`src/rtl/adam_pause_sequencer_if.sv`:
```
// rtl/adam_pause_sequencer_if.sv - pause handshake bundle between upstream, sequencer and targets
//
// Signals:
//   pause_req  upstream pause request
//   pause_ack  upstream pause acknowledge
//   ch_req     per-channel pause request to the downstream targets
//   ch_ack     per-channel pause acknowledge from the downstream targets
// Modports:
//   master  sequencer view (drives pause_ack and ch_req)
//   slave   environment view (drives pause_req and ch_ack)
interface adam_pause_sequencer_if #(
    parameter int NO_CHANNELS = 4
);
    logic                   pause_req;
    logic                   pause_ack;
    logic [NO_CHANNELS-1:0] ch_req;
    logic [NO_CHANNELS-1:0] ch_ack;

    modport master (
        input  pause_req,
        input  ch_ack,
        output pause_ack,
        output ch_req
    );

    modport slave (
        output pause_req,
        output ch_ack,
        input  pause_ack,
        input  ch_req
    );
endinterface

```
`src/rtl/adam_pause_sequencer.sv`:
```
// rtl/adam_pause_sequencer.sv - orders pause/resume of N targets behind one pause handshake
//
// Pauses enabled channels in ascending index order and resumes them in
// descending order. A change of pause_req mid-sequence reverses direction
// from the current channel.
//
// Ports:
//   clk, rst  clock, synchronous active-high reset
//   bus       pause handshake bundle (master modport)
//   ch_en     channel enable mask, latched at sequence start
//   busy      high while PAUSING or RESUMING
//   err       sticky watchdog error
//   err_ch    index of the first channel that timed out
//   err_clr   clears err and err_ch
//
// Build option: define ADAM_PAUSE_SEQ_WATCHDOG_EN to build the per-step
// watchdog; otherwise steps wait indefinitely and err/err_ch are tied to 0.
module adam_pause_sequencer #(
    parameter int NO_CHANNELS    = 4,
    parameter int TIMEOUT_CYCLES = 1024,
    parameter int IDX_WIDTH      = $clog2(NO_CHANNELS) + 1
) (
    input  logic                      clk,
    input  logic                      rst,
    adam_pause_sequencer_if.master    bus,
    input  logic [NO_CHANNELS-1:0]    ch_en,
    output logic                      busy,
    output logic                      err,
    output logic [IDX_WIDTH-1:0]      err_ch,
    input  logic                      err_clr
);
    typedef enum logic [1:0] {
        RUNNING  = 2'd0,
        PAUSING  = 2'd1,
        PAUSED   = 2'd2,
        RESUMING = 2'd3
    } state_t;

    localparam logic [NO_CHANNELS-1:0] ONE      = NO_CHANNELS'(1);
    localparam logic [IDX_WIDTH-1:0]   LAST     = IDX_WIDTH'(NO_CHANNELS - 1);
    localparam logic [NO_CHANNELS-1:0] LAST_BIT = ONE << (NO_CHANNELS - 1);

    state_t                 state;
    logic [IDX_WIDTH-1:0]   idx;
    logic [NO_CHANNELS-1:0] en_q;
    logic [NO_CHANNELS-1:0] ch_req;
    logic                   pause_ack;

    logic [NO_CHANNELS-1:0] cur_bit;
    logic                   cur_en;
    logic                   cur_ack;
    logic                   active;
    logic                   reverse;
    logic                   step_nat;
    logic                   step_done;
    logic                   wd_fire;

    assign bus.ch_req    = ch_req;
    assign bus.pause_ack = pause_ack;

    // One-hot of the current step avoids index-width mismatches.
    assign cur_bit  = ONE << idx;
    assign cur_en   = |(en_q & cur_bit);
    assign cur_ack  = |(bus.ch_ack & cur_bit);
    assign active   = (state == PAUSING) || (state == RESUMING);
    assign reverse  = ((state == PAUSING) && !bus.pause_req) ||
                      ((state == RESUMING) && bus.pause_req);
    // A step completes when the target's ack matches the requested level;
    // disabled steps complete in their single cycle.
    assign step_nat  = !cur_en || ((state == PAUSING) ? cur_ack : !cur_ack);
    // Reversal wins over completion so the current channel is re-stepped
    // in the new direction rather than skipped.
    assign step_done = active && !reverse && (step_nat || wd_fire);

    always_ff @(posedge clk) begin
        if (rst) begin
            state     <= RUNNING;
            idx       <= '0;
            en_q      <= '0;
            ch_req    <= '0;
            pause_ack <= 1'b0;
            busy      <= 1'b0;
        end else begin
            case (state)
                RUNNING: begin
                    if (bus.pause_req) begin
                        state  <= PAUSING;
                        busy   <= 1'b1;
                        en_q   <= ch_en;
                        idx    <= '0;
                        // Raise channel 0 on entry so an enabled step costs
                        // only the target's latency.
                        ch_req <= ch_en & ONE;
                    end
                end
                PAUSED: begin
                    if (!bus.pause_req) begin
                        state  <= RESUMING;
                        busy   <= 1'b1;
                        idx    <= LAST;
                        ch_req <= ch_req & ~LAST_BIT;
                    end
                end
                PAUSING: begin
                    if (reverse) begin
                        state  <= RESUMING;
                        ch_req <= ch_req & ~cur_bit;
                    end else if (step_done) begin
                        if (idx == LAST) begin
                            state     <= PAUSED;
                            busy      <= 1'b0;
                            pause_ack <= 1'b1;
                        end else begin
                            idx    <= idx + 1'b1;
                            ch_req <= ch_req | (en_q & (cur_bit << 1));
                        end
                    end
                end
                RESUMING: begin
                    if (reverse) begin
                        state  <= PAUSING;
                        ch_req <= ch_req | (en_q & cur_bit);
                    end else if (step_done) begin
                        if (idx == '0) begin
                            state     <= RUNNING;
                            busy      <= 1'b0;
                            pause_ack <= 1'b0;
                        end else begin
                            idx    <= idx - 1'b1;
                            ch_req <= ch_req & ~(cur_bit >> 1);
                        end
                    end
                end
                default: state <= RUNNING;
            endcase
        end
    end

`ifdef ADAM_PAUSE_SEQ_WATCHDOG_EN
    localparam int WD_W = $clog2(TIMEOUT_CYCLES + 1);

    logic [WD_W-1:0]      wdog;
    logic                 err_q;
    logic [IDX_WIDTH-1:0] err_ch_q;
    logic                 waiting;

    assign waiting = active && !reverse && !step_nat;
    // Fires on the last allowed waiting cycle; the step is then forced
    // complete on the same edge with the request level left as sequenced.
    assign wd_fire = waiting && (wdog == WD_W'(TIMEOUT_CYCLES - 1));

    always_ff @(posedge clk) begin
        if (rst) begin
            wdog <= '0;
        end else if (waiting && !wd_fire) begin
            wdog <= wdog + 1'b1;
        end else begin
            wdog <= '0;
        end
    end

    always_ff @(posedge clk) begin
        if (rst) begin
            err_q    <= 1'b0;
            err_ch_q <= '0;
        end else if (wd_fire && (!err_q || err_clr)) begin
            err_q    <= 1'b1;
            err_ch_q <= idx;
        end else if (err_clr) begin
            err_q    <= 1'b0;
            err_ch_q <= '0;
        end
    end

    assign err    = err_q;
    assign err_ch = err_ch_q;
`else
    wire [31:0] unused_timeout = 32'(TIMEOUT_CYCLES);
    wire        unused_clr     = err_clr;

    assign wd_fire = 1'b0;
    assign err     = 1'b0;
    assign err_ch  = '0;
`endif
endmodule

```
`src/flat_wrapper.sv`:
```
// flat-port wrapper written by rule: the top's interface ports become plain ports
module adam_pause_sequencer_flat 
#(
    parameter int NO_CHANNELS    = 4,
    parameter int TIMEOUT_CYCLES = 1024,
    parameter int IDX_WIDTH      = $clog2(NO_CHANNELS) + 1
)
  (clk, rst, ch_en, busy, err, err_ch, err_clr, bus_pause_req, bus_ch_ack, bus_pause_ack, bus_ch_req);
  adam_pause_sequencer_if #(.NO_CHANNELS(NO_CHANNELS)) bus_i ();
  input  logic clk;
  input  logic rst;
  input  logic [NO_CHANNELS-1:0] ch_en;
  output logic busy;
  output logic err;
  output logic [IDX_WIDTH-1:0] err_ch;
  input  logic err_clr;
  input wire logic [$bits(bus_i.pause_req)-1:0] bus_pause_req;
  input wire logic [$bits(bus_i.ch_ack)-1:0] bus_ch_ack;
  output wire logic [$bits(bus_i.pause_ack)-1:0] bus_pause_ack;
  output wire logic [$bits(bus_i.ch_req)-1:0] bus_ch_req;
  assign bus_i.pause_req = bus_pause_req;
  assign bus_i.ch_ack = bus_ch_ack;
  assign bus_pause_ack = bus_i.pause_ack;
  assign bus_ch_req = bus_i.ch_req;
  adam_pause_sequencer #(.NO_CHANNELS(NO_CHANNELS), .TIMEOUT_CYCLES(TIMEOUT_CYCLES), .IDX_WIDTH(IDX_WIDTH)) u_core (.clk(clk), .rst(rst), .bus(bus_i), .ch_en(ch_en), .busy(busy), .err(err), .err_ch(err_ch), .err_clr(err_clr));
endmodule
```
`config.mk`:
```
export PLATFORM = sky130hd
export DESIGN_NAME = adam_pause_sequencer_flat
export DESIGN_NICKNAME = d
export VERILOG_FILES = /design/src/rtl/adam_pause_sequencer_if.sv /design/src/rtl/adam_pause_sequencer.sv /design/src/flat_wrapper.sv
export SDC_FILE = /design/constraint.sdc
export NUM_CORES = 1
export LEC_CHECK = 0
export ABC_AREA = 1
export BUFFER_PORTS_ARGS = -buffer_cell sky130_fd_sc_hd__buf_2
export CAP_MARGIN = 20
export CELL_PAD_IN_SITES_DETAIL_PLACEMENT = 1
export CELL_PAD_IN_SITES_GLOBAL_PLACEMENT = 1
export CORE_MARGIN = 8
export CORE_UTILIZATION = 30
export DETAILED_ROUTE_END_ITERATION = 8
export GPL_ROUTABILITY_DRIVEN = 0
export PLACE_DENSITY_LB_ADDON = 0.1
export RECOVER_POWER = 25
export SYNTH_ARGS = -nofsm -noshare
export SYNTH_HDL_FRONTEND = slang
export SYNTH_SLANG_ARGS = --single-unit
```
`constraint.sdc`:
```
create_clock -name clk -period 2.5 [get_ports clk]
set_input_delay 0.125 -clock clk [delete_from_list [all_inputs] [get_ports clk]]
set_output_delay 0.125 -clock clk [all_outputs]
set_load 0.01 [all_outputs]
```
* Word level (Yosys, flattened, before mapping)
Cells that the tools add are included.
** Word-level totals
- Flip-flop bits (word level) :: 15
- Input bits :: 12
- Output and inout port bits :: 10
- Word-level logic and storage cells :: 104
** Operators by class
- Add/sub/neg operators :: 2
- Equality and inequality tests :: 20
- Shifts and indexed selects :: 1
- Multiplexer cells :: 41
- Bitwise logic cells :: 10
- Reductions and logical operators :: 23
** Operators with widths (count)
- $mux W4 :: 8
- $mux W3 :: 8
- $and A4 B4 Y4 :: 5
- $reduce_and A6 Y1 :: 3
- $mux W2 :: 8
- $ne A2 B2 Y1 const B :: 8
- $pmux W4 S4 :: 1
- $reduce_and A8 Y1 :: 2
- $mux W1 :: 12
- $ne A3 B2 Y1 const B :: 4
- $pmux W3 S4 :: 1
- $or A4 B4 Y4 :: 2
- $pmux W2 S4 :: 1
- $reduce_or A4 Y1 :: 2
- $reduce_and A7 Y1 :: 1
- $ne A3 B1 Y1 const B :: 2
- $eq A2 B2 Y1 const B :: 2
- $logic_and A1 B1 Y1 :: 4
- $logic_not A1 Y1 :: 4
- $ne A2 B1 Y1 const B :: 2
- $not A3 Y4 :: 1
- $not A4 Y4 :: 1
- $pmux W1 S4 :: 1
- $shl A1 B3 Y4 const A :: 1
- 11 further kinds :: 13

* Logic depth before layout (Yosys ltp)
Gate-level depths: netlist of run 1.
- Depth in word-level cells :: 10
- Depth in mapped cells :: 15

* Worst setup path after synthesis of run 1
Ideal clock, no wire load.
- Kind :: reg2reg
- Start point :: register u_core.state[0]
- End point :: register u_core.idx[2]
- Arrival :: 1.604 ns
- Setup slack :: 0.783 ns
- Cell stages (with the launch flop) :: 11
- Path through :: dfxtp_1 inv_1 ha_1 inv_1 nor2_1 inv_1 o21ai_0 a211oi_1 nand3_2 a21oi_1 nor2_1
** On the way
- Longest elaborated chain between the ends :: 8
- Elaborated cells on any way between the ends :: 23
- Classes of those cells :: eq/ne: 11; mux: 2; reduce/logical: 10
** RTL lines
- start: declaration :: RTL line adam_pause_sequencer.sv:43 : state_t state;
- start signal: assignment :: RTL line adam_pause_sequencer.sv:77 : state <= RUNNING;
- start signal: assignment :: RTL line adam_pause_sequencer.sv:87 : state <= PAUSING;
- start signal: assignment :: RTL line adam_pause_sequencer.sv:98 : state <= RESUMING;
- $eq A2 B1 Y1 / $eq A2 B2 Y1 (equally long branches)
- $logic_and A1 B1 Y1, on equally long branches :: RTL line adam_pause_sequencer.sv:66, adam_pause_sequencer.sv:67
- $logic_or A1 B1 Y1 :: RTL line adam_pause_sequencer.sv:66 : assign reverse = ((state == PAUSING) && !bus.pause_req) ||
- $logic_not A1 Y1 :: RTL line adam_pause_sequencer.sv:73 : assign step_done = active && !reverse && (step_nat || wd_fire);
- $logic_and A1 B1 Y1 (2 in a row) :: RTL line adam_pause_sequencer.sv:73
- $ne A2 B1 Y1 (no line)
- $reduce_and A8 Y1 (no line)
- end signal: assignment :: RTL line adam_pause_sequencer.sv:114 : idx <= idx + 1'b1;
- end signal: assignment :: RTL line adam_pause_sequencer.sv:129 : idx <= idx - 1'b1;
- end: declaration :: RTL line adam_pause_sequencer.sv:44 : logic [IDX_WIDTH-1:0] idx;
Parallel ways exist; a longest one is shown, timed or not.
A chain may end at the register's enable or synchronous reset.

* Worst setup path after layout of run 1
Ends and elaborated chain as after synthesis.

==> results of run 1 <==
[cell usage after synthesis]
library cell	instances
o21ai_2	1
buf_2	1
nand2_2	5
ha_1	4
nor2_4	1
inv_2	5
dfxtp_1	15
a211oi_2	1
a21oi_1	5
buf_4	6
nand4_1	12
buf_6	2
xnor2_1	1
fa_1	1
nand3_2	1
nor3_1	1
o21ai_0	14
a31oi_1	1
a211oi_1	2
conb_1	1
nand2_4	1
nand3_1	15
nand4_2	1
nor2_2	1
nor2_1	32
nand4_4	3
o211ai_1	3
nand2_1	38
inv_1	28
[worst paths after layout]
path | start | end | depth (start not counted)
setup / recovery | u_core.state[0] | u_core.idx[2] | 11
hold / removal | rst | u_core.bus.ch_req[3] | 2
setup reg to reg | u_core.state[0] | u_core.idx[2] | 11
hold reg to reg | u_core.en_q[0] | u_core.en_q[0] | 2
[stage by stage]
step	hold slack (ns)	instances
after floorplan	0.1967	205
after global placement	0.2950	265
after detailed placement	0.3077	265
after CTS	0.03367	269
after global routing	0.04917	269
final	0.03732	269
[final cells by class]
cell class | instances | area, um2 | share of cell area (%)
timing repair buffer | 17 | 81.33 | 5.672
sequential | 15 | 300.3 | 20.94
inverter | 33 | 123.9 | 8.639
clock buffer | 4 | 45.04 | 3.141
tap | 52 | 65.06 | 4.538
multi-input combinational | 148 | 818.3 | 57.07
[layer usage]
layer  track usage, %  vias up  wire (um)
li1                 -      677          -
met1            14.96      634       1815
met2            22.97       29       2093
met3            2.188       10        146
met4            5.088        0         85
met5                0        -          0
[worst max-delay path: cells and delay by family (launching register included)]
kind / cells / cell delay, ns
AO/OA/AOI/OAI: 2 / 0.52
AND/OR/NAND/NOR: 5 / 0.55
buffers and inverters: 3 / 0.42
flip-flops: 1 / 0.43
adder cells (fa/ha/maj): 1 / 0.28
[report_power, final]
part / switching [W] / leakage, nW / total (W) / internal [W]
registers: 0.000111 / 0.124 / 0.000445 / 0.000334
logic: 0.000777 / 0.540 / 0.00115 / 0.000371
clock network: 0.000101 / 0.0228 / 0.000214 / 0.000113
total: 0.000989 / 0.686 / 0.00181 / 0.000818
[kinds of logic (layout without fill, tap and decap cells)]
group,Yosys count,in the layout
compound gates,27,27
xor+xnor,1,1
fa+ha+maj,5,5
buf+inv,42,54
flops,15,15
other cells,1,4
simple gates,111,111
[sequential cells by signal (all words and copies together), names as in the netlist]
register              count
u_core.bus.pause_ack      1
u_core.busy               1
u_core.state              2
u_core.bus.ch_req         4
u_core.en_q               4
u_core.idx                3
==> results.toml, run 1 <==
[sta]
finalHoldViolCount = 0
rsz0062_at_grt = "no"
slew_viol_final = 0
final.setup_skew_ns = 0.006214
slew_headroom_pct = 63.46
worst_pin_slew_ns = 0.5424
fmax_mhz = 443.8
period_needed_ns = 2.253
finalCritPeriodShare_pct = 90.14
setup_violations = 0
setup_slack_ns = 0.2466
tns_ns = 0

[worst_setup_path]
cp.required_ns = 2.70
rrSetupSlack_ns = 0.25
cp_slowest_stage_delay_ns = 0.43
worst_ep_arrival_time_ns = 2.45
setup.worst_path.class = "reg2reg"
worst-path-max-fanout = 6
cp_slowest_cell = "dfxtp_1"
start_kind = "flip-flop"
cp_cell_sequence = "inv_1 > ha_1 > inv_1 > nor2_1 > inv_1 > o21ai_0 > a211oi_1 > nand3_2 > nand2_1 > nand2_1 > nor2_1"
critPathMostFrequentCell = "inv_1"
crit_path_end_kind = "flip-flop"

[detailed_routing]
drcViolationCount = 0
first_iter_violations = 50
drt-total-wl_um = 4140
wl_per_cell_um = 15.39
postRouteAntennaNets = 0
dr.pass1.iters = 4
vias_per_cell = 5.019
vias = 1350

[grt]
grtUsageTotal_pct = 12.92
grt_max_degree = 15
grt_antenna_before_repair = 0
overflow = 0
grt_pass1_vias = 1414
grt_pass1_wl_um = 6748

[place]
dpl_cell_area_um2 = 1395
dp_hpwl_um = 3413
dp_slack_ns = 0.3090
portBuffers = 16

[die]
io_pins = 22
start_util_pct = 30.58
dieArea_um2 = 6711
row_count = 24
chipHeight_um = 81.92
chipWidth_um = 81.92
coreArea_um2 = 4264

[synthesis]
yosys_warnings = 0
synth_area_leaders = "dfxtp_1 (23%), nand2_1 (11%), nor2_1 (9.2%), inv_1 (8.1%), nand3_1 (5.8%)"
avgSynthCellArea_um2 = 6.454
ys_ff_latch = 15
synth_cell_type_count = 29
postSynthCellCount = 202
synth_top_area_cell = "dfxtp_1"
synth_xor_area_share_pct = 0.6718
synth_top_area_share_pct = 23.03
synth-simple-area-share_pct = 43.28
synthAdderAreaFrac_pct = 5.374
synthMuxAreaShare_pct = 0
yosysSeqAreaShare_pct = 23.03
netlist_area_um2 = 1304
synth-compound-area-share_pct = 12.28
synth_top_family_by_area = "simple AND/OR/NAND/NOR gates"

[cts]
cts_root_buffer = "clkbuf_8"
cts_sinks = 15
cts_resized = 0
post_cts_buffers = 0
cts_buffer_depth = 2
numCtsBuffers = 3
path_clk_slew_ns = 0.07
ctsHtreeMaxLevel = 1
cts_hold_buffers = 0
cts_tree = "built"
worstSkewPairLatency_ns = 0.26

[cells_and_area]
nFillCells = 575
antennaDiodeCount = 0
final_cell_mix = "nand2_1 (38), nor2_1 (32), inv_1 (28), nand3_1 (15), dfxtp_1 (15)"
drive_gt1_share_pct = 16.13
fin_area_um2 = 1434
final_net_count = 235
syn_to_final_growth_pct = 9.981
layout_commonest_cell = "nand2_1"
postLayoutCoreUtil_pct = 33.63

[run_status]
outcome = "finished, final reports clean"

[power]
p_per_area_nw_per_um2 = 1260
irDropWorstVdd_mv = 0.2867
total_power_w = 0.001807
leakage_nw = 0.6863

[worst_hold_path]
hp-class = "in2reg"

[job]
maxCapViolations = 0
(Power assumes the default switching activity.)
==> run 2, diff against run 1 <==
- CORE_ASPECT_RATIO: default -> 0.8
- GPL_TIMING_DRIVEN: default -> 1
- HOLD_SLACK_MARGIN: default -> 0.08
==> run 2 against run 1 <==
Net effect: combinational power about the same; clock skew decreased by 0.0052 ns; sequential power about the same; clock power decreased by 2%; first-iteration DRC count increased by 66%; hold slack improved by 0.079 ns; critical path depth unchanged; sequential cell count unchanged; die area increased by 0.21%; global-route usage increased by 0.11 points; setup slack got worse by 0.021 ns; critical endpoint is now u_core.idx[0].
==> results.toml, run 2 (synthesis results as in run 1) <==
[run_status]
outcome = "finished, final reports clean"

[cts]
cts_resized = 0
cts_tree = "built"
worstSkewPairLatency_ns = 0.25
numCtsBuffers = 3
ctsHtreeMaxLevel = 1
cts_buffer_depth = 2
cts_sinks = 15
path_clk_slew_ns = 0.07
cts_root_buffer = "clkbuf_8"

[cells_and_area]
final_cell_mix = "nand2_1 (38), nor2_1 (32), inv_1 (28), nand3_1 (15), dfxtp_1 (15)"
final_cells = 274
antennaDiodeCount = 0
nFillCells = 556
layout_commonest_cell = "nand2_1"
final_net_count = 235
drive_gt1_share_pct = 15.67
reg.largest.list = "u_core.bus.ch_req x4, u_core.en_q x4, u_core.idx x3"
syn_to_final_growth_pct = 10.65

[sta]
slew_viol_final = 0
finalHoldViolCount = 0
slew_headroom_pct = 55.50
fmax_mhz = 439.6
setup_violations = 0
finalCritPeriodShare_pct = 91.00
final.setup_skew_ns = 0.001060
period_needed_ns = 2.275
worst_pin_slew_ns = 0.6604
rsz0062_at_grt = "no"
tns_ns = 0

[worst_setup_path]
cp-startpoint = "u_core.state[0]"
cp_slowest_stage_delay_ns = 0.43
cp.depth = 11
reg2reg_to = "u_core.idx[0]"
cp_slowest_cell = "dfxtp_1"
setup.worst_path.class = "reg2reg"
cp.required_ns = 2.69
r2r_cells = 11
rrSetupSlack_ns = 0.23
crit_buf_inv = 3
cp-endpoint = "u_core.idx[0]"
cp_cell_sequence = "inv_1 > ha_1 > inv_1 > nor2_1 > inv_1 > o21ai_0 > a211oi_1 > nand3_2 > nand2_1 > nand2_1 > nor2_1"
critPathMostFrequentCell = "inv_1"
crit_path_end_kind = "flip-flop"
start_kind = "flip-flop"
timing.rr.start = "u_core.state[0]"
crit_family = "simple AND/OR/NAND/NOR gates"
worst_ep_arrival_time_ns = 2.47
worst-path-max-fanout = 6

[detailed_routing]
dr.pass1.iters = 4
wl_per_cell_um = 15.33
postRouteAntennaNets = 0
drcViolationCount = 0
vias = 1392
vias_per_cell = 5.080
drt-total-wl_um = 4200
first_iter_violations = 83

[grt]
grtUsageTotal_pct = 13.02
grt_pass1_vias = 1408
grt_max_degree = 15
grt_pass1_wl_um = 7038
grt_antenna_before_repair = 0
overflow = 0

[place]
dp_hpwl_um = 3379
dp_cells = 269
portBuffers = 16

[die]
io_pins = 22
dieArea_um2 = 6725
row_count = 21
chipWidth_um = 89.71
coreArea_um2 = 4178
start_util_pct = 31.21
chipHeight_um = 74.97

[worst_hold_path]
hp-class = "in2reg"
hold_start = "ch_en[2]"

[power]
irDropWorstVdd_mv = 0.3107
leakage_nw = 0.6853
p_per_area_nw_per_um2 = 1245
total_power_w = 0.001796

[job]
maxCapViolations = 0
## run 2: layout make-up
class | count | area (um2) | share of cell area [%]
clock buffer | 4 | 45.04 | 3.122
inverter | 33 | 123.9 | 8.586
multi-input combinational | 148 | 818.3 | 56.72
sequential | 15 | 300.3 | 20.82
tap | 57 | 71.32 | 4.944
timing repair buffer | 17 | 83.83 | 5.811
## run 2: metrics by stage
| stage | utilization, % | worst slack, ns | cell area, um2 | hold WS (ns) |
|---|---|---|---|---|
| floorplan | - | 0.7825 | 1315 | 0.1967 |
| global placement | 33.36 | 0.4118 | 1394 | 0.2947 |
| detailed placement | 33.36 | 0.3012 | 1394 | 0.2987 |
| CTS | 34.68 | 0.2764 | 1449 | 0.1192 |
| global route | 34.53 | 0.08096 | 1443 | 0.1522 |
| finish | 34.53 | 0.2251 | 1443 | 0.1168 |
## run 2: metal layers
metal | routed length [um] | global-route usage [%]
met5 | 0 | 0
met4 | 54 | 3.738
met3 | 225 | 3.287
met2 | 1966 | 22.07
met1 | 1954 | 16.12
## run 2: worst register-to-register path: stages, from the launching register on
cell and delay, ns:
dfxtp_1 0.43, inv_1 0.12, ha_1 0.28, inv_1 0.22
nor2_1 0.10, inv_1 0.06, o21ai_0 0.24, a211oi_1 0.31
nand3_2 0.18, nand2_1 0.11, nand2_1 0.05, nor2_1 0.11
## run 2: worst min-delay path by stage
stage | to | slack (ns) | cells after the start
final | u_core.en_q[2] | 0.12 | 3
after global routing | u_core.en_q[1] | 0.15 | 3
after CTS | u_core.en_q[2] | 0.12 | 3
after detailed placement | u_core.bus.ch_req[3] | 0.30 | 2
after global placement | u_core.bus.ch_req[3] | 0.29 | 2
after floorplan | u_core.bus.ch_req[3] | 0.20 | 1
## run 2: where the power goes
group	switching, W	leakage [nW]	internal, W
logic	0.000776	0.539	0.000366
registers	0.000110	0.124	0.000334
clock network	0.0000969	0.0228	0.000113
total	0.000983	0.685	0.000814
## run 2: timing repair
action                                  CTS  global route
hold endpoints to repair                  1             0
endpoints found under the setup margin    0             0
buffers inserted                          0             0
hold buffers                              1             0
==> run 3, diff against run 2 <==
- ABC_AREA: 1 -> 0
- CORE_MARGIN: 8 -> default
==> run 3 against run 2 <==
Net effect: combinational power down 24%; clock skew grew 0.0019 ns; largest power group unchanged; non-clock buffer count grew 2; fmax is 0.84% higher; largest cell class unchanged; highest routed layer unchanged; global-route usage is 7.1 points higher; synthesized area did not move; first-iteration DRC count decreased by 2.4%; clock-buffer cell count shrank 1.
==> results.toml, run 3 <==
[grt]
grt_antenna_before_repair = 0
grt_pass1_wl_um = 6755
grt_pass1_vias = 1326
grtUsageTotal_pct = 20.12
grt_max_degree = 19
overflow = 0

[die]
chipHeight_um = 60.97
io_pins = 22
start_util_pct = 31.21
coreArea_um2 = 4178
dieArea_um2 = 4615
chipWidth_um = 75.71
row_count = 21

[synthesis]
synth_top_family_by_area = "compound AO/OA/AOI/OAI gates"
postSynthCellCount = 172
synth_edf_count = 0
ys.flop_type = "dfxtp_1"
async_reset_ff_share_pct = 0
synth_top_area_share_pct = 23.03
avgSynthCellArea_um2 = 7.580
synth_xor_area_share_pct = 0.6718
synthAdderAreaFrac_pct = 5.374
yosysSeqAreaShare_pct = 23.03
synth_commonest_cells = "nand2_1 (22), dfxtp_1 (15), a21oi_1 (10), mux2i_1 (10)"
synth-simple-area-share_pct = 25.34
yosysMostFrequentCell = "nand2_1"
synth_cell_type_count = 51
synth-compound-area-share_pct = 26.78
synth_top_area_cell = "dfxtp_1"
netlist_area_um2 = 1304
ys_ff_latch = 15
synth_area_leaders = "dfxtp_1 (23%), mux2i_1 (7.7%), nand2_1 (6.3%), a21oi_1 (3.8%), ha_1 (3.8%)"
synthMuxAreaShare_pct = 8.541
yosys_warnings = 0

[sta]
rsz0062_at_grt = "no"
tns_ns = 0
period_needed_ns = 2.256
fmax_mhz = 443.3
slew_viol_final = 0
finalCritPeriodShare_pct = 90.23
worst_pin_slew_ns = 0.5784
setup_violations = 0
finalHoldViolCount = 0
whs_ns = 0.1027
slew_headroom_pct = 61.44
final.setup_skew_ns = 0.002932

[job]
maxCapViolations = 0

[cells_and_area]
final_cell_mix = "nand2_1 (22), dfxtp_1 (15), buf_2 (11), a21oi_1 (10), mux2i_1 (10)"
final_net_count = 199
antennaDiodeCount = 0
reg.largest.list = "u_core.bus.ch_req x4, u_core.en_q x4, u_core.idx x3"
layout_commonest_cell = "nand2_1"
drive_gt1_share_pct = 13.26
syn_to_final_growth_pct = 10.27

[worst_setup_path]
worst-path-max-fanout = 10
crit_path_end_kind = "flip-flop"
cp.required_ns = 2.68
worst_ep_arrival_time_ns = 2.44
setup.worst_path.class = "reg2reg"
start_kind = "flip-flop"

[cts]
cts_buffer_depth = 2
worstSkewPairLatency_ns = 0.26
cts_sinks = 15
cts_tree = "built"
ctsHtreeMaxLevel = 1
numCtsBuffers = 3
cts_root_buffer = "clkbuf_8"
cts_resized = 0
cts_hold_buffers = 0
post_cts_buffers = 0
path_clk_slew_ns = 0.07

[detailed_routing]
vias = 1357
first_iter_violations = 81
vias_per_cell = 5.702
wl_per_cell_um = 17.35
drt-total-wl_um = 4130
dr.pass1.iters = 4
postRouteAntennaNets = 0
drcViolationCount = 0

[power]
leakage_nw = 0.5262
p_per_area_nw_per_um2 = 1016
irDropWorstVdd_mv = 0.3509

[place]
portBuffers = 16
dp_hpwl_um = 3064

[worst_hold_path]
hp-class = "in2reg"

[run_status]
outcome = "finished, final reports clean"
[run 3: cell count changes after synthesis, sizes merged, moves of 7 or more]
| cell | delta |
|---|---|
| clkbuf | +9 |
| inv | -24 |
| mux2i | +10 |
| nand2 | -22 |
| nand3 | -9 |
| nand4 | -15 |
| nor2 | -26 |
| o21ai | -7 |
[run 3: kinds of logic after synthesis]
group | after synthesis
and+or+nand+nor | 65
AOI/OAI and AO/OA | 48
buffers and inverters | 26
DFF | 15
muxes | 11
adders and majority gates | 5
other | 1
xor gates and xnor gates | 1
[run 3: where the power goes]
group / switching (W) / leakage, nW / internal (W)
Combinational: 0.000549 / 0.382 / 0.000323
Clock: 0.000112 / 0.0217 / 0.000113
Sequential: 0.0000766 / 0.122 / 0.000288
Total: 0.000738 / 0.526 / 0.000723
[run 3: path summary, 6_finish.rpt]
kind	to	from	depth (start not counted)	slack [ns]
setup / recovery	u_core.bus.ch_req[2]	u_core.state[1]	7	0.24
hold reg to reg	u_core.en_q[0]	u_core.en_q[0]	2	0.49
setup reg to reg	u_core.bus.ch_req[2]	u_core.state[1]	7	0.24
hold / removal	u_core.en_q[3]	ch_en[3]	3	0.10
[run 3: final cells by class]
class / count / area, um2
fill: 518 / 2740
multi-input combinational: 134 / 887.1
sequential: 15 / 300.3
tap: 57 / 71.32
clock inverter: 1 / 7.507
timing repair buffer: 19 / 96.34
clock buffer: 3 / 41.29
inverter: 9 / 33.78
[run 3: layer usage]
layer	global-route usage, %	part of all wire [%]	wire length (um)
met5	0	0	0
met4	5.291	1.1	46
met3	3.987	7.0	288
met2	32.53	45	1842
met1	27.49	47	1953
[run 3: critical path, stage by stage, from the launching register on]
cell	delay, ns
dfxtp_1	0.35
inv_1	0.12
ha_2	0.30
inv_1	0.10
o32a_1	0.36
and3_1	0.31
o31ai_2	0.36
mux2i_1	0.25
[run 3: metrics by stage]
stage               cells  util [%]  setup slack [ns]  instance area (um2)  power (W)
CTS                   238     34.50           0.09661                 1441   0.001457
finish                238     34.41            0.2442                 1438   0.001461
floorplan             175         -            0.5660                 1315   0.001006
global placement      234     33.33            0.2610                 1393   0.001204
global route          238     34.41           0.05878                 1438   0.001583
detailed placement    234     33.33            0.1383                 1393   0.001227
